[src/rtl/uart_pkg.sv]
// Shared types and constants for the UART transmit path.
package uart_pkg;

   typedef enum logic [2:0] {
      IDLE,
      START,
      DATA,
      PARITY,
      STOP
   } tx_state_e;

   localparam logic [1:0] DBN_5 = 2'b00;
   localparam logic [1:0] DBN_6 = 2'b01;
   localparam logic [1:0] DBN_7 = 2'b10;
   localparam logic [1:0] DBN_8 = 2'b11;

   localparam int OVS_DEFAULT = 16;

   // Index of the final data bit for a given length code (4..7).
   function automatic logic [2:0] last_data_idx(input logic [1:0] dbn);
      return 3'd4 + {1'b0, dbn};
   endfunction

endpackage

[src/rtl/uart_tx_ctrl_parity.sv]
// Parity bit generator over the configured number of data bits.
module parity
   import uart_pkg::*;
(
   input  logic [7:0] data_i,
   input  logic [1:0] data_bit_num_i,
   input  logic       parity_type_i,
   output logic       parity_o
);

   logic [7:0] mask;

   always_comb begin
      mask = 8'hFF;
      unique case (data_bit_num_i)
         DBN_5:   mask = 8'h1F;
         DBN_6:   mask = 8'h3F;
         DBN_7:   mask = 8'h7F;
         default: mask = 8'hFF;
      endcase
   end

   // High when the masked word already carries the selected parity (0 even, 1 odd).
   assign parity_o = ~((^(data_i & mask)) ^ parity_type_i);

endmodule

[src/rtl/uart_tx_ctrl.sv]
// UART transmit frame sequencer: start, LSB-first data, optional parity, 1 or 2 stop bits.
module uart_tx_ctrl
   import uart_pkg::*;
#(
   parameter int OVS = OVS_DEFAULT
) (
   input  logic       clk_i,
   input  logic       rst_i,
   input  logic       tick_i,
   input  logic       tx_valid_i,
   output logic       tx_ready_o,
   input  logic [7:0] tx_data_i,
   input  logic [1:0] data_bit_num_i,
   input  logic       parity_en_i,
   input  logic       parity_type_i,
   input  logic       stop_bit_num_i,
   output logic       tx_o,
   output logic       busy_o,
   output logic       tx_done_o
);

   localparam int TW = $clog2(OVS);
   localparam logic [TW-1:0] TICK_LAST = TW'(OVS - 1);

   tx_state_e     state_q, state_d;
   logic [TW-1:0] tick_cnt_q, tick_cnt_d;
   logic [2:0]    bit_cnt_q, bit_cnt_d;
   logic [7:0]    shreg_q, shreg_d;
   logic [1:0]    dbn_q, dbn_d;
   logic          par_en_q, par_en_d;
   logic          par_bit_q, par_bit_d;
   logic          stop2_q, stop2_d;
   logic          tx_q, tx_d;
   logic          done_q, done_d;
   logic          par_live;
   logic          bit_end;

   parity u_parity (
      .data_i         (tx_data_i),
      .data_bit_num_i (data_bit_num_i),
      .parity_type_i  (parity_type_i),
      .parity_o       (par_live)
   );

   assign bit_end = tick_i && (tick_cnt_q == TICK_LAST);

   always_comb begin
      state_d    = state_q;
      tick_cnt_d = tick_cnt_q;
      bit_cnt_d  = bit_cnt_q;
      shreg_d    = shreg_q;
      dbn_d      = dbn_q;
      par_en_d   = par_en_q;
      par_bit_d  = par_bit_q;
      stop2_d    = stop2_q;
      tx_d       = tx_q;
      done_d     = 1'b0;

      if (state_q != IDLE && tick_i) begin
         tick_cnt_d = bit_end ? '0 : tick_cnt_q + 1'b1;
      end

      unique case (state_q)
         IDLE: begin
            tx_d = 1'b1;
            if (tx_valid_i) begin
               shreg_d    = tx_data_i;
               dbn_d      = data_bit_num_i;
               par_en_d   = parity_en_i;
               par_bit_d  = par_live;
               stop2_d    = stop_bit_num_i;
               tick_cnt_d = '0;
               bit_cnt_d  = '0;
               tx_d       = 1'b0;
               state_d    = START;
            end
         end
         START: begin
            if (bit_end) begin
               tx_d      = shreg_q[0];
               shreg_d   = {1'b0, shreg_q[7:1]};
               bit_cnt_d = '0;
               state_d   = DATA;
            end
         end
         DATA: begin
            if (bit_end) begin
               if (bit_cnt_q == last_data_idx(dbn_q)) begin
                  bit_cnt_d = '0;
                  if (par_en_q) begin
                     tx_d    = par_bit_q;
                     state_d = PARITY;
                  end else begin
                     tx_d    = 1'b1;
                     state_d = STOP;
                  end
               end else begin
                  tx_d      = shreg_q[0];
                  shreg_d   = {1'b0, shreg_q[7:1]};
                  bit_cnt_d = bit_cnt_q + 3'd1;
               end
            end
         end
         PARITY: begin
            if (bit_end) begin
               tx_d      = 1'b1;
               bit_cnt_d = '0;
               state_d   = STOP;
            end
         end
         STOP: begin
            if (bit_end) begin
               tx_d = 1'b1;
               // bit_cnt counts completed stop bits here.
               if (bit_cnt_q[0] == stop2_q) begin
                  bit_cnt_d = '0;
                  done_d    = 1'b1;
                  state_d   = IDLE;
               end else begin
                  bit_cnt_d = bit_cnt_q + 3'd1;
               end
            end
         end
         default: begin
            state_d = IDLE;
            tx_d    = 1'b1;
         end
      endcase
   end

   always_ff @(posedge clk_i) begin
      if (rst_i) begin
         state_q    <= IDLE;
         tick_cnt_q <= '0;
         bit_cnt_q  <= '0;
         shreg_q    <= '0;
         dbn_q      <= DBN_5;
         par_en_q   <= 1'b0;
         par_bit_q  <= 1'b0;
         stop2_q    <= 1'b0;
         tx_q       <= 1'b1;
         done_q     <= 1'b0;
      end else begin
         state_q    <= state_d;
         tick_cnt_q <= tick_cnt_d;
         bit_cnt_q  <= bit_cnt_d;
         shreg_q    <= shreg_d;
         dbn_q      <= dbn_d;
         par_en_q   <= par_en_d;
         par_bit_q  <= par_bit_d;
         stop2_q    <= stop2_d;
         tx_q       <= tx_d;
         done_q     <= done_d;
      end
   end

   assign tx_ready_o = (state_q == IDLE);
   assign busy_o     = (state_q != IDLE);
   assign tx_o       = tx_q;
   assign tx_done_o  = done_q;

endmodule

[config.mk]
export PLATFORM = sky130hd
export DESIGN_NAME = uart_tx_ctrl
export DESIGN_NICKNAME = d
export VERILOG_FILES = /design/src/rtl/uart_pkg.sv /design/src/rtl/uart_tx_ctrl_parity.sv /design/src/rtl/uart_tx_ctrl.sv
export SDC_FILE = /design/constraint.sdc
export NUM_CORES = 1
export LEC_CHECK = 0
export CAP_MARGIN = 20
export CORE_MARGIN = 4
export CORE_UTILIZATION = 33
export CTS_CLUSTER_DIAMETER = 40
export DETAILED_ROUTE_END_ITERATION = 16
export SLEW_MARGIN = 20
export SYNTH_ARGS = -nofsm -noshare
export SYNTH_HDL_FRONTEND = slang
export SYNTH_SLANG_ARGS = --single-unit
export TNS_END_PERCENT = 100
[constraint.sdc]
create_clock -name clk_i -period 3.4 [get_ports clk_i]
set_input_delay 0.68 -clock clk_i [delete_from_list [all_inputs] [get_ports clk_i]]
set_output_delay 0.68 -clock clk_i [all_outputs]
set_load 0.03 [all_outputs]
# After elaboration in Yosys (flattened, before gate mapping)
# Cells that the tools add are included.
dict set report classes {
  n_addsub 3
  n_mux 34
  bitwise_logic 5
  mul 0
  shifts 0
  div_mod_pow 0
  n_eq_ne 19
  magnitude_cmp 0
  reduce_logical 16
}
# operator count
set op_table {}
lappend op_table {{$pmux 8 s3} 2}
lappend op_table {{$mux 3} 14}
lappend op_table {{$mux 8} 4}
lappend op_table {{$mux 4} 4}
lappend op_table {{$ne 2x2->1 const B} 8}
lappend op_table {{$pmux 3 s5} 1}
lappend op_table {{$pmux 3 s4} 1}
lappend op_table {{$reduce_and 5->1} 2}
lappend op_table {{$and 8x8->8} 1}
lappend op_table {{$reduce_xor 8->1} 1}
lappend op_table {{$mux 1} 7}
lappend op_table {{$reduce_and 7->1} 1}
lappend op_table {{$eq 3x2->1 const B} 2}
lappend op_table {{$reduce_bool 3->1} 2}
lappend op_table {{$add 4x1->4 const B} 1}
lappend op_table {{$eq 4x4->1 const B} 1}
lappend op_table {{$ne 2x1->1 const B} 2}
lappend op_table {{$pmux 1 s4} 1}
lappend op_table {{$reduce_bool 4->1} 1}
lappend op_table {{$reduce_or 2->1} 2}
lappend op_table {{$add 3x1->3 const B} 1}
lappend op_table {{$add 3x2->3 const A} 1}
lappend op_table {{$eq 3x1->1 const B} 1}
lappend op_table {{$eq 3x3->1} 1}
lappend op_table {{12 further kinds} 15}
dict set report word_totals {
  word_cells 87
  ramBits 0
  output_inout_bits 4
  regBits 25
  rom_bits 0
  n_memories 0
  latchBits 0
}

# Longest topological paths before layout
# Gate-level depths: netlist of the first run.
dict set report depth {
  ltp_word 6
  mapped_depth 8
  depth_no_buf 6
}

# Modules after synthesis
# Synthesis of the first run repeated with hierarchy kept, for this count alone.
dict set report unflattened {
  cells_unflattened 166
  hier_area_um2 1473.9
}
# module area_each_um2 cells_per_inst n_inst seq_area_each_um2
set modules_own_cells {}
lappend modules_own_cells {uart_tx_ctrl 1381.3 156 1 500.5}
lappend modules_own_cells {parity 92.6 10 1 0.0}

# Worst setup path before layout of the first run
# OpenSTA, ideal clock, no wires.
dict set report synth_path {
  kind {input -> register}
  startpoint {in tick_i}
  endpoint {reg state_q[2]}
  path_stages 6
  slack_ps 1593
  arrival_ps 1737
  cell_sequence {and4_1 -> buf_6 -> o21ai_2 -> and2_4 -> or4_1 -> a21oi_1}
}
dict set report synth_between {
  elab_chain_len 3
  word_cells_on_any_way 6
  cone_classes {eq/ne (4); reduce/logical (2)}
}
# element line
set synth_rtl {}
lappend synth_rtl {{from (decl)} uart_tx_ctrl.sv:9} ;# input logic tick_i,
lappend synth_rtl {{$logic_and 1x1->1 *} uart_tx_ctrl.sv:45} ;# assign bit_end = tick_i && (tick_cnt_q == TICK_LAST);
lappend synth_rtl {{$ne 2x2->1 (no line)} n/a}
lappend synth_rtl {{$reduce_and 7->1 (no line) *} n/a}
lappend synth_rtl {{to (signal assigned)} uart_tx_ctrl.sv:144} ;# state_q <= state_d;
lappend synth_rtl {{to (decl)} uart_tx_ctrl.sv:25} ;# tx_state_e state_q, state_d;
# Every way passes the cells marked *; elsewhere a longest branch is shown, timed or not.
# A chain may end at the register's enable or synchronous reset.

# Worst setup path in the final report of the first run
dict set report layout_path {
  startpoint {reg state_q[1]}
  endpoint {out tx_ready_o}
}
dict set report layout_between {
  elab_chain_len 1
}
# element line
set layout_rtl {}
lappend layout_rtl {{$logic_not 3->1} uart_tx_ctrl.sv:157} ;# assign tx_ready_o = (state_q == IDLE);
lappend layout_rtl {{to (decl)} uart_tx_ctrl.sv:11} ;# output logic tx_ready_o,
# Every way passes these cells.

==> Flow_metrics.wiki, run 1 <==
{| class="wikitable"
! Metric !! Value
|-
| Final RePlAce weighted congestion || 0.753
|-
| Post-route fraction of the period consumed by the critical path || 81.9%
|-
| Sequential share of the synthesized area || between 30% and 40%
|-
| Final cell count without fillers || 240
|-
| Power per unit of standard cell area || 488 nW/um^2
|-
| Slowest library cell on the worst path || sky130_fd_sc_hd__clkdlybuf4s50_1
|-
| Max-Cap Viols || 0
|-
| Category of the worst setup path launch point || flip-flop
|-
| Die Outline Area || 5740 sq um
|-
| Maximum number of pins on one net before global-route repair || 31
|-
| Overall via count from detail_route || around 1,300
|-
| R2R Path Start || tick_cnt_q[0]
|-
| Detailed router's first-iteration violation count || 135
|-
| Transition time at the pin with the least slew margin || just under 0.5 ns
|-
| Last element of the critical path || tx_ready_o
|-
| Reg clk slew, reported paths || 0.09 ns
|-
| Global-route wire length before repair || 5280 um
|-
| Count of hold-fix buffers inserted at cts || 0
|-
| Net count after synthesis || slightly below 200
|-
| Antenna diode count || 0
|-
| Data arrival, critical path || 2.10 ns
|-
| Root buf cell || sky130_fd_sc_hd__clkbuf_8
|-
| Initial cell density of the core || 34.5%
|-
| Sum of negative setup slack || 0 ns
|-
| Number of ports placed on the die boundary || 21
|-
| Final-stage net count || 209
|-
| HPWL after detailed placement || 2300 um
|-
| Cells traversed along the worst timing path || or3_1, inv_1, clkdlybuf4s50_1
|-
| Worst setup path startpoint || state_q[1]
|-
| Reg-to-reg critical path endpoint || shreg_q[2]
|-
| Clock tree buffer depth || 2
|-
| Number of nets still failing antenna checks after routing || 0
|-
| Required time at the endpoint of the critical path || 2.72 ns
|-
| Die Width || about 76 um
|-
| CTS sink cnt || 25
|-
| Clock skew || roughly 0.0031 ns
|-
| Minimum period implied by the final worst setup slack || 2.78 ns
|-
| Remaining global-route overflow || 0
|-
| Result of the run || complete, no violations
|-
| Class of the most critical hold timing path || reg2reg
|-
| Detail-routed net length per standard cell || 13.2 um
|-
| Number of H-tree levels || 1
|-
| Layout cell share with drive strength beyond 1 || 10.6%
|-
| IO Port Bufs || 20
|-
| Residual DRC count || 0
|-
| Number of antenna violations at the first check in global routing || 0
|-
| Setup repair after global routing missed its margin || false
|-
| Synth unique cells || 52
|-
| Worst-skew pair later-pin latency || about 0.26 ns
|-
| Post-synth EDFFs || 0
|-
| Critical path start-end classification || reg2out
|-
| Worst hold-check slack || 0.469 ns
|-
| Peak Freq || 359 MHz
|-
| Wirelength, routed || 3170 um
|-
| Pleak || 0.000623 uW
|-
| Placed cells || about 240
|-
| Highest-count cells in the layout ignoring fill and taps || sky130_fd_sc_hd__dfxtp_1, sky130_fd_sc_hd__clkdlybuf4s50_1, sky130_fd_sc_hd__nand2_1, sky130_fd_sc_hd__nor2_1, sky130_fd_sc_hd__a21oi_1
|-
| Max rail drop VDD || between 150 and 200 uV
|-
| Tightest slew margin relative to the limit || 67.8%
|-
| TritonCTS clock tree || built
|-
| Synth async-reset ratio || 0%
|-
| Most used DFF post-synth || sky130_fd_sc_hd__dfxtp_1
|-
| Hold depth || 2
|-
| Pre-Repair DR Iteration Count || 4
|-
| Mean area per synthesized cell || approximately 8.8 sq um
|-
| Minimum setup slack among reg-to-reg paths || 1.37 ns
|-
| Floorplan Core Area || 4380 sq um
|-
| Number of slew-limit violations in the final report || 0
|-
| Maximum net fanout on the critical path || 15
|-
| Crit. End Element || output port
|-
| Yosys reg bits || 25
|-
| Number of resized instances in the post-cts repair step || 0
|-
| Vertical extent of the die || 75.7 um
|-
| Total standard cell area after synthesis || 1510 sq um
|-
| Final standard cell utilization of the core || 40.0%
|-
| Via count of the first global-routing pass || 1,129
|-
| Layout overhead on the synthesized area || 15.9%
|-
| Fin. Hold Viols || 0
|-
| Number of warnings issued by yosys || 0
|-
| Number of cells on the worst reg-to-reg path || 6
|-
| Number of buffers inserted to repair setup after CTS || 0
|-
| Standard-cell rows || 24
|-
| Leading cell type in the layout, fill and taps excluded || sky130_fd_sc_hd__dfxtp_1
|-
| Vias/cell || ~5.4
|-
| Delay contributed by the slowest stage of the critical path || 0.68 ns
|-
| Global-route usage over all layers || 11.8%
|-
| Number of setup violations in the final report || 0
|-
| Number of clock buffers inserted by TritonCTS || 3
|-
| Synthesized netlist cell count || between 150 and 200
|}
-- cell type report --
cell class	count	area (sq um)
Clock buffer	4	45.0
Fill cell	453	2630
Inverter	5	18.8
Multi-Input combinational cell	132	910
Sequential cell	25	500
Tap cell	52	65.1
Timing Repair Buffer	22	215
-- logic make-up (layout without fill, tap and decap cells) --
group                      after synthesis  in the layout  synth area share [%]
AOI/OAI and AO/OA                       38             38                  18.1
xor gates and xnor gates                11             11                  6.36
adders and majority gates                3              3                  2.48
buffers and inverters                   16             31                  6.86
DFF                                     25             25                  33.1
muxes                                   14             14                  9.83
and+or+nand+nor                         66             66                  23.3
-- layer usage --
layer / track usage, % / share of wire, % / up-vias
met1: 16.8 / 50 / 603
met3: 1.98 / 5.0 / 2
li1: - / - / 649
met5: 0 / 0 / -
met4: 3.50 / 0.76 / 0
met2: 18.1 / 44 / 31
-- power by group --
| group | total (uW) | internal, uW | switching (uW) |
|---|---|---|---|
| sequential | 359 | 326 | 33.0 |
| combinational | 319 | 154 | 165 |
| clock | 178 | 83.8 | 94.1 |
| total | 856 | 564 | 292 |
-- registers in the layout, indices dropped and copies added (netlist names) --
signal	cells
dbn_q	2
tx_done_o	1
par_en_q	1
stop2_q	1
tick_cnt_q	4
shreg_q	8
state_q	3
par_bit_q	1
bit_cnt_q	3
tx_o	1
-- critical path, delay by kind of cell, from the launching register on --
kind	cells	cell delay, ns
flops	1	0.47
simple gates	1	0.54
buf+inv	2	0.83
-- how the worst min path moves through the flow --
stage	start	endpoint	slack (ns)
CTS	stop2_q	stop2_q	0.47
global placement	stop2_q	stop2_q	0.45
global route	stop2_q	stop2_q	0.49
floorplan	stop2_q	stop2_q	0.44
finish	stop2_q	stop2_q	0.47
detailed placement	stop2_q	stop2_q	0.46
-- Yosys cell counts, drive strengths merged (2+ instances only) --
cell,n,area [sq um]
a31oi,2,12.5
clkbuf,3,11.3
a2111oi,2,17.5
nand2b,5,31.3
nand3b,3,22.5
o32a,2,20.0
o211ai,2,15.0
ha,3,37.5
and2,3,21.3
nor2,16,60.1
or2,2,12.5
nor3,2,10.0
nand2,19,73.8
buf,8,73.8
o21ai,5,28.8
inv,5,18.8
a21o,2,16.3
a21oi,15,86.3
mux2,7,78.8
xor2,2,17.5
or4,2,15.0
or4b,2,20.0
mux2i,7,70.1
dfxtp,25,500
nand4,3,18.8
xnor2,9,78.8
-- through the flow --
stage	area (sq um)	power, uW	setup slack (ns)
after global placement	1710	685	0.804
after CTS	1750	864	0.615
after global routing	1750	911	0.543
after floorplan	1510	620	1.59
final	1750	856	0.616
after detailed placement	1710	687	0.756
Power figures use the tool's default switching activity.
==> run 2, diff against run 1 <==
==> constraint.sdc (replaced) <==
create_clock -name clk_i -period 2.9 [get_ports clk_i]
set_input_delay 0.58 -clock clk_i [delete_from_list [all_inputs] [get_ports clk_i]]
set_output_delay 0.58 -clock clk_i [all_outputs]
set_load 0.03 [all_outputs]
==> run 2 against run 1 <==
  * Via count decreased by 1.7%
  * Largest cell class unchanged
  * Worst hold slack lost 0.0048 ns
  * Die area unchanged
  * Critical path type unchanged
  * Clock power rose by 16%
  * Final area is 0.43% higher
  * Non-clock buffer count up 1
  * Worst setup slack worse by 0.36 ns
==> Flow_metrics.wiki, run 2 (synthesized netlist as in run 1, its figures left out) <==
{| class="wikitable"
! Metric !! Value
|-
| Layout cell share with drive strength beyond 1 || approximately 11%
|-
| Global-route wire length before repair || ~5200 um
|-
| Standard-cell rows || 24
|-
| Layout fillers || roughly 460
|-
| Transition time at the pin with the least slew margin || 0.464 ns
|-
| Number of ports placed on the die boundary || 21
|-
| Pleak || ~0.00063 uW
|-
| Minimum setup slack after placement || 0.355 ns
|-
| Count of hold-fix buffers inserted at cts || 0
|-
| Number of setup violations in the final report || 0
|-
| Leading cell type in the layout, fill and taps excluded || sky130_fd_sc_hd__dfxtp_1
|-
| Die Outline Area || roughly 5700 sq um
|-
| Worst-skew pair later-pin latency || 0.27 ns
|-
| Via count of the first global-routing pass || between 1,000 and 1,500
|-
| Global-route usage over all layers || 11.6%
|-
| Minimum period implied by the final worst setup slack || 2.64 ns
|-
| TritonCTS clock tree || built
|-
| Final WS setup || 0.258 ns
|-
| Detailed router's first-iteration violation count || 107
|-
| Fin. Hold Viols || 0
|-
| Result of the run || complete, no violations
|-
| Setup repair after global routing missed its margin || false
|-
| Overall via count from detail_route || 1,263
|-
| Class of the most critical hold timing path || reg2reg
|-
| Die Width || 75.7 um
|-
| Wirelength, routed || 3110 um
|-
| Required time at the endpoint of the critical path || 2.32 ns
|-
| Final RePlAce weighted congestion || 0.769
|-
| Number of H-tree levels || 1
|-
| Critical path start-end classification || reg2out
|-
| Max-Cap Viols || 0
|-
| Final-stage net count || 210
|-
| Clock tree buffer depth || 2
|-
| Floorplan Core Area || 4380 sq um
|-
| Number of buffers inserted to repair setup after CTS || 0
|-
| Placed cells || 237
|-
| Reg with most FFs || shreg_q
|-
| Clock skew || 0.00533 ns
|-
| Reg clk slew, reported paths || 0.09 ns
|-
| Remaining global-route overflow || 0
|-
| IO Port Bufs || 20
|-
| Pre-Repair DR Iteration Count || 4
|-
| Vias/cell || about 5.2
|-
| Final cell count without fillers || 241
|-
| Cell area after placement || 1720 sq um
|-
| Number of resized instances in the post-cts repair step || 0
|-
| Root buf cell || sky130_fd_sc_hd__clkbuf_8
|-
| Data arrival, critical path || just over 2 ns
|-
| Highest-count cells in the layout ignoring fill and taps || sky130_fd_sc_hd__dfxtp_1, sky130_fd_sc_hd__clkdlybuf4s50_1, sky130_fd_sc_hd__nand2_1, sky130_fd_sc_hd__nor2_1, sky130_fd_sc_hd__a21oi_1
|-
| Maximum net fanout on the critical path || 14
|-
| Post-route fraction of the period consumed by the critical path || 91.1%
|-
| Crit. End Element || output port
|-
| Vertical extent of the die || 75.7 um
|-
| Tightest slew margin relative to the limit || between 60% and 70%
|-
| Residual DRC count || 0
|-
| Maximum number of pins on one net before global-route repair || 29
|-
| Initial cell density of the core || 34.5%
|-
| Peak Freq || 379 MHz
|-
| HPWL after detailed placement || around 2300 um
|-
| Largest registers in the final layout || shreg_q x8, tick_cnt_q x4
|-
| Number of antenna violations at the first check in global routing || 0
|-
| Post-route cell area || 1760 sq um
|-
| CTS sink cnt || 25
|-
| Max rail drop VDD || 224 uV
|-
| Category of the worst setup path launch point || flip-flop
|-
| Number of clock buffers inserted by TritonCTS || 3
|-
| Antenna diode count || 0
|-
| Layout overhead on the synthesized area || 16.4%
|-
| Sum of negative setup slack || 0 ns
|-
| Worst hold-check slack || approximately 0.46 ns
|-
| Detail-routed net length per standard cell || 12.9 um
|-
| Max reg flops || 8
|-
| Power per unit of standard cell area || 570 nW/um^2
|-
| Number of slew-limit violations in the final report || 0
|-
| Number of nets still failing antenna checks after routing || 0
|}
run 2: changes by cell type in the layout (fill, tap and decap cells not counted):
cell                    before  now
sky130_fd_sc_hd__buf_4       2    3
run 2: stage by stage:
step	power, uW	utilization, %
4_1_cts	1010	40.2
6_report	1000	40.2
5_1_grt	1070	40.2
2_1_floorplan	727	-
3_3_place_gp	806	39.2
3_5_place_dp	807	39.2
run 2: final timing paths:
path,startpoint,endpoint,slack [ns],depth (start not counted)
worst min register to register,stop2_q,stop2_q,0.46,2
worst max-delay path,state_q[0],tx_ready_o,0.26,3
worst min-delay path,stop2_q,stop2_q,0.46,2
worst max register to register,tick_cnt_q[0],shreg_q[6],0.87,6
run 2: report_power, final:
part,internal (uW),leakage (uW),switching (uW),total (uW)
clock network,98.2,0.0000228,109,207
logic,183,0.000402,199,382
registers,382,0.000204,32.6,415
total,663,0.000629,340,1000
run 2: metal layers:
layer / up-vias / share of wire [%] / track usage, %
li1: 651 / - / -
met1: 579 / 51 / 16.3
met2: 28 / 43 / 18.1
met3: 5 / 4.6 / 1.98
met4: 0 / 1.1 / 3.50
met5: - / 0 / 0
run 2: layout make-up:
class	count	area (sq um)	area share [%]
repair buffers	23	223	12.6
clock buffers	4	45.0	2.56
multi-input cells	132	910	51.6
well taps	52	65.1	3.69
inverters	5	18.8	1.07
flip-flops and latches	25	500	28.4
run 2: critical path, cell delays in order (launching register included):
cell	delay (ns)
sky130_fd_sc_hd__dfxtp_1	0.45
sky130_fd_sc_hd__or3_1	0.52
sky130_fd_sc_hd__inv_1	0.14
sky130_fd_sc_hd__clkdlybuf4s50_1	0.68
